--- src/rtl/mem_stage.sv ---
// mem_stage: pipeline memory stage; issues data-cache requests, stalls until dhit,
// registers the MEM/WB fields, keeps halt sticky and counts stall cycles.
module mem_stage #(
    parameter int WORD_W = 32,
    parameter int REG_W  = 5,
    parameter int SRC_W  = 2,
    parameter int CNT_W  = 16
) (
    input  logic              CLK,
    input  logic              RST,
    input  logic              ex_valid,
    input  logic [WORD_W-1:0] ex_alu_result,
    input  logic [WORD_W-1:0] ex_store_data,
    input  logic [REG_W-1:0]  ex_wsel,
    input  logic [SRC_W-1:0]  ex_wdat_source,
    input  logic              ex_dREN,
    input  logic              ex_dWEN,
    input  logic              ex_halt,
    input  logic [WORD_W-1:0] ex_instr_npc,
    input  logic              flush,
    input  logic              dhit,
    input  logic [WORD_W-1:0] dmemload,
    output logic              dmemREN,
    output logic              dmemWEN,
    output logic [WORD_W-1:0] dmemaddr,
    output logic [WORD_W-1:0] dmemstore,
    output logic              mem_stall,
    output logic              wb_valid,
    output logic [WORD_W-1:0] alu_result,
    output logic [REG_W-1:0]  wsel,
    output logic [SRC_W-1:0]  wdat_source,
    output logic [WORD_W-1:0] instr_npc,
    output logic              halt,
    output logic [WORD_W-1:0] wb_dmemload,
    output logic [CNT_W-1:0]  stall_cycles
);
    typedef enum logic [1:0] {IDLE, WAIT, HALTED} state_t;
    state_t state, state_n;
    logic acc, mem_op, req, commit;
    always_comb begin
        acc    = ex_valid & ~flush & (state == IDLE);
        mem_op = acc & ~ex_halt & (ex_dREN | ex_dWEN);
        req    = ~RST & (mem_op | (state == WAIT));
        commit = (acc & (~mem_op | dhit)) | ((state == WAIT) & dhit);
    end
    always_ff @(posedge CLK or posedge RST)
        if (RST) state <= IDLE;
        else     state <= state_n;
    always_comb begin
        state_n = state;
        if (state == IDLE)
            state_n = (mem_op & ~dhit) ? WAIT : (commit & ex_halt) ? HALTED : IDLE;
        else if (state == WAIT && dhit)
            state_n = IDLE;
    end
    // A load that also asks to write is treated as a load only.
    always_comb begin
        dmemREN   = req & ex_dREN;
        dmemWEN   = req & ex_dWEN & ~ex_dREN;
        dmemaddr  = req ? ex_alu_result : '0;
        dmemstore = req ? ex_store_data : '0;
        mem_stall = req & ~dhit;
    end
    always_ff @(posedge CLK or posedge RST)
        if (RST) begin
            wb_valid    <= 1'b0;
            alu_result  <= '0;
            wsel        <= '0;
            wdat_source <= '0;
            instr_npc   <= '0;
            halt        <= 1'b0;
            wb_dmemload <= '0;
        end else if (state == HALTED) begin
            wb_valid <= 1'b0;
        end else begin
            wb_valid    <= commit;
            alu_result  <= commit ? ex_alu_result : '0;
            wsel        <= commit ? ex_wsel : '0;
            wdat_source <= commit ? ex_wdat_source : '0;
            instr_npc   <= commit ? ex_instr_npc : '0;
            halt        <= commit & ex_halt;
            wb_dmemload <= (commit & dmemREN) ? dmemload : '0;
        end
    always_ff @(posedge CLK or posedge RST)
        if (RST) stall_cycles <= '0;
        else if (mem_stall && stall_cycles != '1) stall_cycles <= stall_cycles + CNT_W'(1);
endmodule

--- config.mk ---
export PLATFORM = sky130hd
export DESIGN_NAME = mem_stage
export DESIGN_NICKNAME = d
export VERILOG_FILES = /design/src/rtl/mem_stage.sv
export SDC_FILE = /design/constraint.sdc
export NUM_CORES = 1
export LEC_CHECK = 0
export ABC_AREA = 1
export CORE_AREA = 2 2 128 130
export CTS_CLUSTER_SIZE = 20
export DETAILED_ROUTE_END_ITERATION = 12
export DIE_AREA = 0 0 130 132
export PLACE_DENSITY = 0.78
export SLEW_MARGIN = 10
export SYNTH_ARGS = -nofsm -noshare
export SYNTH_HDL_FRONTEND = slang
export SYNTH_SLANG_ARGS = --single-unit
--- constraint.sdc ---
create_clock -name CLK -period 13 [get_ports CLK]
set_input_delay 2.6 -clock CLK [delete_from_list [all_inputs] [get_ports CLK]]
set_output_delay 2.6 -clock CLK [all_outputs]
set_load 0.01 [all_outputs]
==> results of run 1 <==
where the power goes:
group / internal (W) / switching, W / leakage [nW] / total (W)
sequential: 0.000418 / 0.0000193 / 1.67 / 0.000438
clock: 0.000294 / 0.000175 / 0.272 / 0.000468
combinational: 0.000112 / 0.0000738 / 2.95 / 0.000186
total: 0.000825 / 0.000268 / 4.89 / 0.00109
routing by layer:
layer  wire length [µm]  vias up
met1               7254     2657
met5                  0        -
met2               9080      207
met4                324        0
met3               1606       26
li1                   -     2902
final cells by class:
| type | count | area (µm²) |
|---|---|---|
| inverters | 79 | 299.0 |
| well taps | 216 | 270.3 |
| flip-flops and latches | 123 | 3078 |
| fillers | 1389 | 5971 |
| clock buffers | 20 | 456.7 |
| repair buffers | 334 | 3333 |
| clock inverters | 12 | 140.1 |
| multi-input cells | 520 | 2165 |
synthesized netlist by cell type, types with 5 or more instances:
master    number
nand2_1      357
dfrtp_1      123
nor2_1        81
inv_1         77
nand3_1       41
buf_2          9
buf_6          9
nand4_1        9
clkbuf_1       8
xnor2_1        7
buf_4          6
o21ai_0        5
kinds of logic (layout without fill, tap and decap cells):
kind of cell    Yosys count  count (layout)  share of synthesized area, %
xor+xnor                  8               8                         1.217
flops                   123             123                         53.48
fa+ha+maj                 1               1                        0.2174
buf+inv                 113             445                         9.131
simple gates            504             504                         35.24
compound gates            7               7                        0.7174
per-stage QoR:
| step | setup WS [ns] | util [%] |
|---|---|---|
| finish | 5.147 | 62.00 |
| global route | 4.963 | 62.00 |
| CTS | 5.150 | 62.00 |
| detailed placement | 5.144 | 58.20 |
| global placement | 5.223 | 58.20 |
| floorplan | 4.315 | - |
state kept, by name, summed over array words and instances, names as in the netlist:
name          count
wdat_source       2
wb_valid          1
wb_dmemload      32
wsel              5
stall_cycles     16
alu_result       32
instr_npc        32
state             2
halt              1
worst max-delay path, delay by kind of cell:
| kind | cells | cell delay, ns |
|---|---|---|
| AND/OR/NAND/NOR | 6 | 1.09 |
| buffers and inverters | 3 | 1.52 |
final timing paths:
path                                 from          endpoint  slack (ns)
hold reg to reg            alu_result[24]    alu_result[24]        0.47
max in group asynchronous             RST    wdat_source[0]        8.76
setup / recovery                  ex_dWEN           dmemREN        5.15
min in group asynchronous             RST  stall_cycles[11]        2.98
setup reg to reg                 state[1]   wb_dmemload[13]       10.63
hold / removal             alu_result[24]    alu_result[24]        0.47
==> metrics.cfg, run 1 <==
[clock_tree]
cts_setup_buffers = 0
root_buffer = clkbuf_16
cts.sinks = 123
ctsHtreeMaxLevel = 4
cts.path.max_buffers = 2
clock_latency_ns = 0.41
cts_resized = 0
clk_pin_slew_ns = 0.05
cts-hold-fix-buffers = 0
cts_tree = done
numCtsBuffers = 17

[final_layout]
final_common_cell = nand2_1
drive_above_1_share_pct = 4.596
final_area_mm2 = 0.009742
layout.cells.non_filler = 1304
nNetsFinal = 1219
area_growth_pct = 69.26
diodes = 0
mostFrequentLayoutCells = 357 x nand2_1, 330 x clkdlybuf4s50_1, 123 x dfrtp_1

[setup_path]
cp_cell_sequence = clkdlybuf4s50_1 > nor2_1 > nor2_1 > nand2_2 > nand2_2 > nand2_2 > buf_4 > nor2_4 > clkdlybuf4s50_1
cp-start-kind = input pin
crit_top_cell = nand2_2
path_max_fanout = 66
end_kind = output port
critPathArrivalTime_ns = 5.25
critPathKind = input pin to output port
reg2reg_depth = 10
crit_required_ns = 10.40
slowest_stage = nor2_4
slowest_delay_ns = 0.68

[synthesis]
synth_warnings = 0
synth_cell_types = 24
syn_area_mm2 = 0.005756
yosysTopAreaCell = dfrtp_1
synth_seq_cells = 123
synth.area.top_cells = dfrtp_1 53%, nand2_1 23%, nor2_1 5.3%
async_flop_share_pct = 100.0
synth_cells = 756
synthesis.nets = 900
synth_top_area_share_pct = 53.48
synth_seq_area_share_pct = 53.48
synth.avg_cell_area_um2 = 7.613
synthFlopType = dfrtp_1
synth_edf_count = 0

[drt]
wl_um = 18270
dr_total_vias = 5792
post_drt_via_cell_ratio = 4.442
antenna_left = 0
route.detailed.drc = 0
routedWlPerCell_um = 14.01
drt_iter0_drc = 212
first_pass_iters = 5

[sta]
grt_setup_unrepaired = false
min_period_ns = 7.853
finalSetupTns_ns = 0
tightest_slew_ns = 1.115
finalSetupViolCount = 0
relSlewSlack_pct = 25.63
finalHoldViolations = 0
holdWs_ns = 0.4743
drv_slew = 0
fin_crit_sh_pct = 60.41
clock_skew_ns = 0.01023
fmax_mhz = 127.3

[die]
initial_core_util_pct = 36.63
fp.coreArea_mm2 = 0.01571
num_io_pins = 331
die_area_mm2 = 0.01716
num_rows = 46
die_height_um = 132
dieWidth_um = 130

[power]
finalPower_w = 0.001092
leakage_nw = 4.895
irDropWorstVdd_v = 0.00008008
powerDensity_mw_per_mm2 = 112.1

[job]
max-cap-violations = 0

[grt]
antenna_found_initial = 0
use_met3_pct = 7.995
grtUsageTotal_pct = 21.12
grt_max_degree = 106
grt-busiest-layer = met2
overflow = 0
grt_pass1_wl_um = 28640
grtUsageMet2_pct = 36.71
grtUsageMet1_pct = 23.84
first_global_vias = 5648

[placed_design]
post_dp_cell_area_mm2 = 0.009145
port_buffers = 330
gp_congestion = 0.8398
place_inst = 1272
hpwl_um = 13130

[hold_path]
hold_path_class = flop to flop
hold_depth = 2

[outcome]
status = complete, no violations

(Power assumes the default switching activity.)
==> run 2, diff against run 1 <==
CORE_AREA = unset   (was 2 2 128 130)
CORE_UTILIZATION = 35   (was unset)
DIE_AREA = unset   (was 0 0 130 132)
clock period = 7.1 ns   (was 13 ns; I/O delays follow)
==> metrics.cfg, run 2 (synthesized netlist as in run 1, its figures left out) <==
[die]
fp.coreArea_mm2 = 0.01594
die_area_mm2 = 0.01696
die_height_um = 130.2
num_io_pins = 331
initial_core_util_pct = 36.10
num_rows = 46
dieWidth_um = 130.2

[outcome]
status = complete, no violations

[drt]
drt_iter0_drc = 217
post_drt_via_cell_ratio = 4.470
wl_um = 18080
dr_total_vias = 5833
antenna_left = 0
route.detailed.drc = 0
first_pass_iters = 6
routedWlPerCell_um = 13.85

[final_layout]
area_growth_pct = 69.22
diodes = 0
final_area_mm2 = 0.009739
layout.cells.non_filler = 1305
drive_above_1_share_pct = 4.591
nNetsFinal = 1220
final_common_cell = nand2_1
top_regs = alu_result: 32 flops, instr_npc: 32 flops, wb_dmemload: 32 flops
mostFrequentLayoutCells = 357 x nand2_1, 330 x clkdlybuf4s50_1, 123 x dfrtp_1

[clock_tree]
cts.sinks = 123
clock_latency_ns = 0.41
root_buffer = clkbuf_16
cts_resized = 0
cts.path.max_buffers = 2
numCtsBuffers = 17
cts_tree = done
cts-hold-fix-buffers = 0
cts_setup_buffers = 0
ctsHtreeMaxLevel = 4
clk_pin_slew_ns = 0.05

[grt]
overflow = 0
antenna_found_initial = 0
grtUsageMet2_pct = 36.26
grt_pass1_wl_um = 26970
use_met3_pct = 7.216
grt_max_degree = 106
first_global_vias = 5448
grtUsageMet1_pct = 23.37
grtUsageTotal_pct = 20.70
grt-busiest-layer = met2

[setup_path]
crit_required_ns = 5.68
critPathArrivalTime_ns = 3.83
cp-start-kind = input pin
path_max_fanout = 43
critPathKind = input pin to output port
end_kind = output port

[placed_design]
gp_congestion = 0.8564
port_buffers = 330
hpwl_um = 13040
post_dp_cell_area_mm2 = 0.009153
post-place-ws_ns = 1.775
place_inst = 1273

[sta]
fmax_mhz = 190.6
finalSetupViolCount = 0
drv_slew = 0
tightest_slew_ns = 1.141
fin_crit_sh_pct = 73.91
grt_setup_unrepaired = false
min_period_ns = 5.248
relSlewSlack_pct = 23.95
setup_ws_ns = 1.852
finalHoldViolations = 0
clock_skew_ns = 0.008903
finalSetupTns_ns = 0

[hold_path]
hold_path_class = flop to flop

[power]
powerDensity_mw_per_mm2 = 205.3
leakage_nw = 4.905
irDropWorstVdd_v = 0.0001580

[job]
max-cap-violations = 0

run 2: cell types whose count changed in the layout (fill, tap and decap cells not counted), sizes merged:
cell      before  now
buf            4    5
clkinvlp       6    3
clkinv         2    5
run 2: area by class of cell:
type	count	area, µm²
inverters	79	299.0
clock inverters	12	140.1
flip-flops and latches	123	3078
repair buffers	335	3341
well taps	216	270.3
multi-input cells	520	2165
fillers	1401	6203
clock buffers	20	446.7
run 2: through the flow:
stage / util (%) / power (W) / hold slack [ns]
final: 61.09 / 0.002000 / 0.4750
after global routing: 61.09 / 0.002088 / 0.4950
after floorplan: - / 0.0009144 / 0.4725
after CTS: 61.09 / 0.002021 / 0.4788
after detailed placement: 57.41 / 0.001157 / 0.4636
after global placement: 57.41 / 0.001150 / 0.4606
run 2: worst paths after layout:
kind | start | to | slack, ns | cells past startpoint
setup / recovery | RST | dmemREN | 1.85 | 6
hold / removal | instr_npc[0] | instr_npc[0] | 0.48 | 2
setup reg to reg | state[0] | instr_npc[14] | 4.80 | 4
hold reg to reg | instr_npc[0] | instr_npc[0] | 0.48 | 2
max in group asynchronous | RST | instr_npc[18] | 4.17 | 3
min in group asynchronous | RST | stall_cycles[8] | 1.43 | 2
run 2: report_power, final:
group | internal, W | total, W | switching [W]
sequential | 0.000766 | 0.000802 | 0.0000360
clock | 0.000529 | 0.000856 | 0.000327
combinational | 0.000206 | 0.000341 | 0.000136
total | 0.00150 | 0.00200 | 0.000499
run 2: metal layers:
layer | vias to the layer above | share of wire, %
met2 | 205 | 49
met1 | 2700 | 40
met3 | 23 | 9.2
met4 | 0 | 1.5
met5 | - | 0
li1 | 2905 | -
run 2: worst max-delay path: stages:
cell,delay (ns)
clkdlybuf4s50_1,0.47
inv_4,0.41
nand2_2,0.39
nor2_4,0.17
buf_4,0.34
clkdlybuf4s50_1,0.61
==> run 3, diff against run 2 <==
CORE_AREA = 2 2 129 131   (was unset)
CORE_UTILIZATION = unset   (was 35)
DIE_AREA = 0 0 131 133   (was unset)
PLACE_DENSITY = 0.77   (was 0.78)
clock period = 5 ns   (was 7.1 ns; I/O delays follow)
==> metrics.cfg, run 3 (synthesized netlist as in run 1, its figures left out) <==
[die]
num_rows = 47
die_height_um = 133
dieWidth_um = 131
num_io_pins = 331
die_area_mm2 = 0.01742
fp.coreArea_mm2 = 0.01617
initial_core_util_pct = 35.59

[final_layout]
mostFrequentLayoutCells = 357 x nand2_1, 330 x clkdlybuf4s50_1, 123 x dfrtp_1
final_area_mm2 = 0.009781
final_common_cell = nand2_1
drive_above_1_share_pct = 4.950
nNetsFinal = 1222
area_growth_pct = 69.93
diodes = 0
top_regs = alu_result: 32 flops, instr_npc: 32 flops, wb_dmemload: 32 flops

[setup_path]
reg2reg_depth = 4
critPathKind = input pin to output port
critPathArrivalTime_ns = 2.98
cp-start-kind = input pin
end_kind = output port
worstReg2RegStart = state[0]
reg2reg_slack_ns = 2.84
endpoint = dmemaddr[1]
worst_r2r_endpoint = instr_npc[24]
path_max_fanout = 34
startpoint = ex_dREN
crit_required_ns = 4.00

[sta]
finalSetupTns_ns = 0
fmax_mhz = 251.4
relSlewSlack_pct = 24.63
grt_setup_unrepaired = false
finalSetupViolCount = 0
min_period_ns = 3.978
tightest_slew_ns = 1.131
clock_skew_ns = 0.008312
drv_slew = 0
finalHoldViolations = 0
fin_crit_sh_pct = 79.55

[drt]
wl_um = 18390
routedWlPerCell_um = 14.03
antenna_left = 0
drt_iter0_drc = 280
post_drt_via_cell_ratio = 4.432
route.detailed.drc = 0
first_pass_iters = 4
dr_total_vias = 5811

[clock_tree]
root_buffer = clkbuf_16
cts.sinks = 123
numCtsBuffers = 17
cts_tree = done
clock_latency_ns = 0.41
clk_pin_slew_ns = 0.06
ctsHtreeMaxLevel = 4
cts-hold-fix-buffers = 0
cts_setup_buffers = 0
cts_resized = 0
cts.path.max_buffers = 2

[grt]
grtUsageTotal_pct = 20.92
antenna_found_initial = 0
first_global_vias = 5586
grt_pass1_wl_um = 28520
grt_max_degree = 106
overflow = 0

[outcome]
status = complete, no violations

[placed_design]
post_dp_cell_area_mm2 = 0.009174
gp_congestion = 0.8400
port_buffers = 330
hpwl_um = 13100

[power]
powerDensity_mw_per_mm2 = 294.6
irDropWorstVdd_v = 0.0002025
leakage_nw = 4.925

[hold_path]
hold_path_class = flop to flop

[job]
max-cap-violations = 0

-- run 3: area by class of cell --
class | instances | area [µm²]
fill | 1398 | 6391
timing repair buffer | 337 | 3356
sequential | 123 | 3078
multi-input combinational | 520 | 2165
clock buffer | 19 | 452.9
inverter | 79 | 300.3
tap | 220 | 275.3
clock inverter | 13 | 153.9
-- run 3: how the worst min path moves through the flow --
stage,from,to,slack (ns),cells past startpoint
after floorplan,state[1],state[1],0.47,2
after global placement,alu_result[15],alu_result[15],0.46,2
after detailed placement,wb_dmemload[0],wb_dmemload[0],0.46,2
after CTS,wb_dmemload[0],wb_dmemload[0],0.48,2
after global routing,wb_dmemload[3],wb_dmemload[3],0.49,2
final,wsel[2],wsel[2],0.47,2
-- run 3: stage by stage --
stage / std cells / power, W / hold slack (ns) / util [%] / worst slack, ns
floorplan: 756 / 0.001299 / 0.4725 / - / 0.3879
global placement: 1279 / 0.001636 / 0.4606 / 56.73 / 1.121
detailed placement: 1279 / 0.001643 / 0.4638 / 56.73 / 1.048
CTS: 1311 / 0.002910 / 0.4795 / 60.48 / 1.024
global route: 1311 / 0.003003 / 0.4932 / 60.48 / 0.9320
finish: 1311 / 0.002881 / 0.4735 / 60.48 / 1.022
-- run 3: worst max-delay path: stages --
cell             delay (ns)
clkdlybuf4s50_1        0.52
nor2_1                 0.07
nor2_1                 0.13
nand2_2                0.10
nand2_2                0.10
nand2_2                0.06
buf_4                  0.26
nor2_1                 0.16
clkdlybuf4s50_1        0.56
-- run 3: power breakdown --
| group | switching, W | internal, W |
|---|---|---|
| Sequential | 0.0000484 | 0.00109 |
| Combinational | 0.000194 | 0.000293 |
| Clock | 0.000486 | 0.000773 |
-- run 3: routing by layer --
layer	vias up	GRT usage, %	wire length, µm
met4	0	7.270	331
met5	-	0	0
met2	208	34.40	8875
met3	29	7.238	1645
met1	2661	25.39	7541
li1	2913	-	-
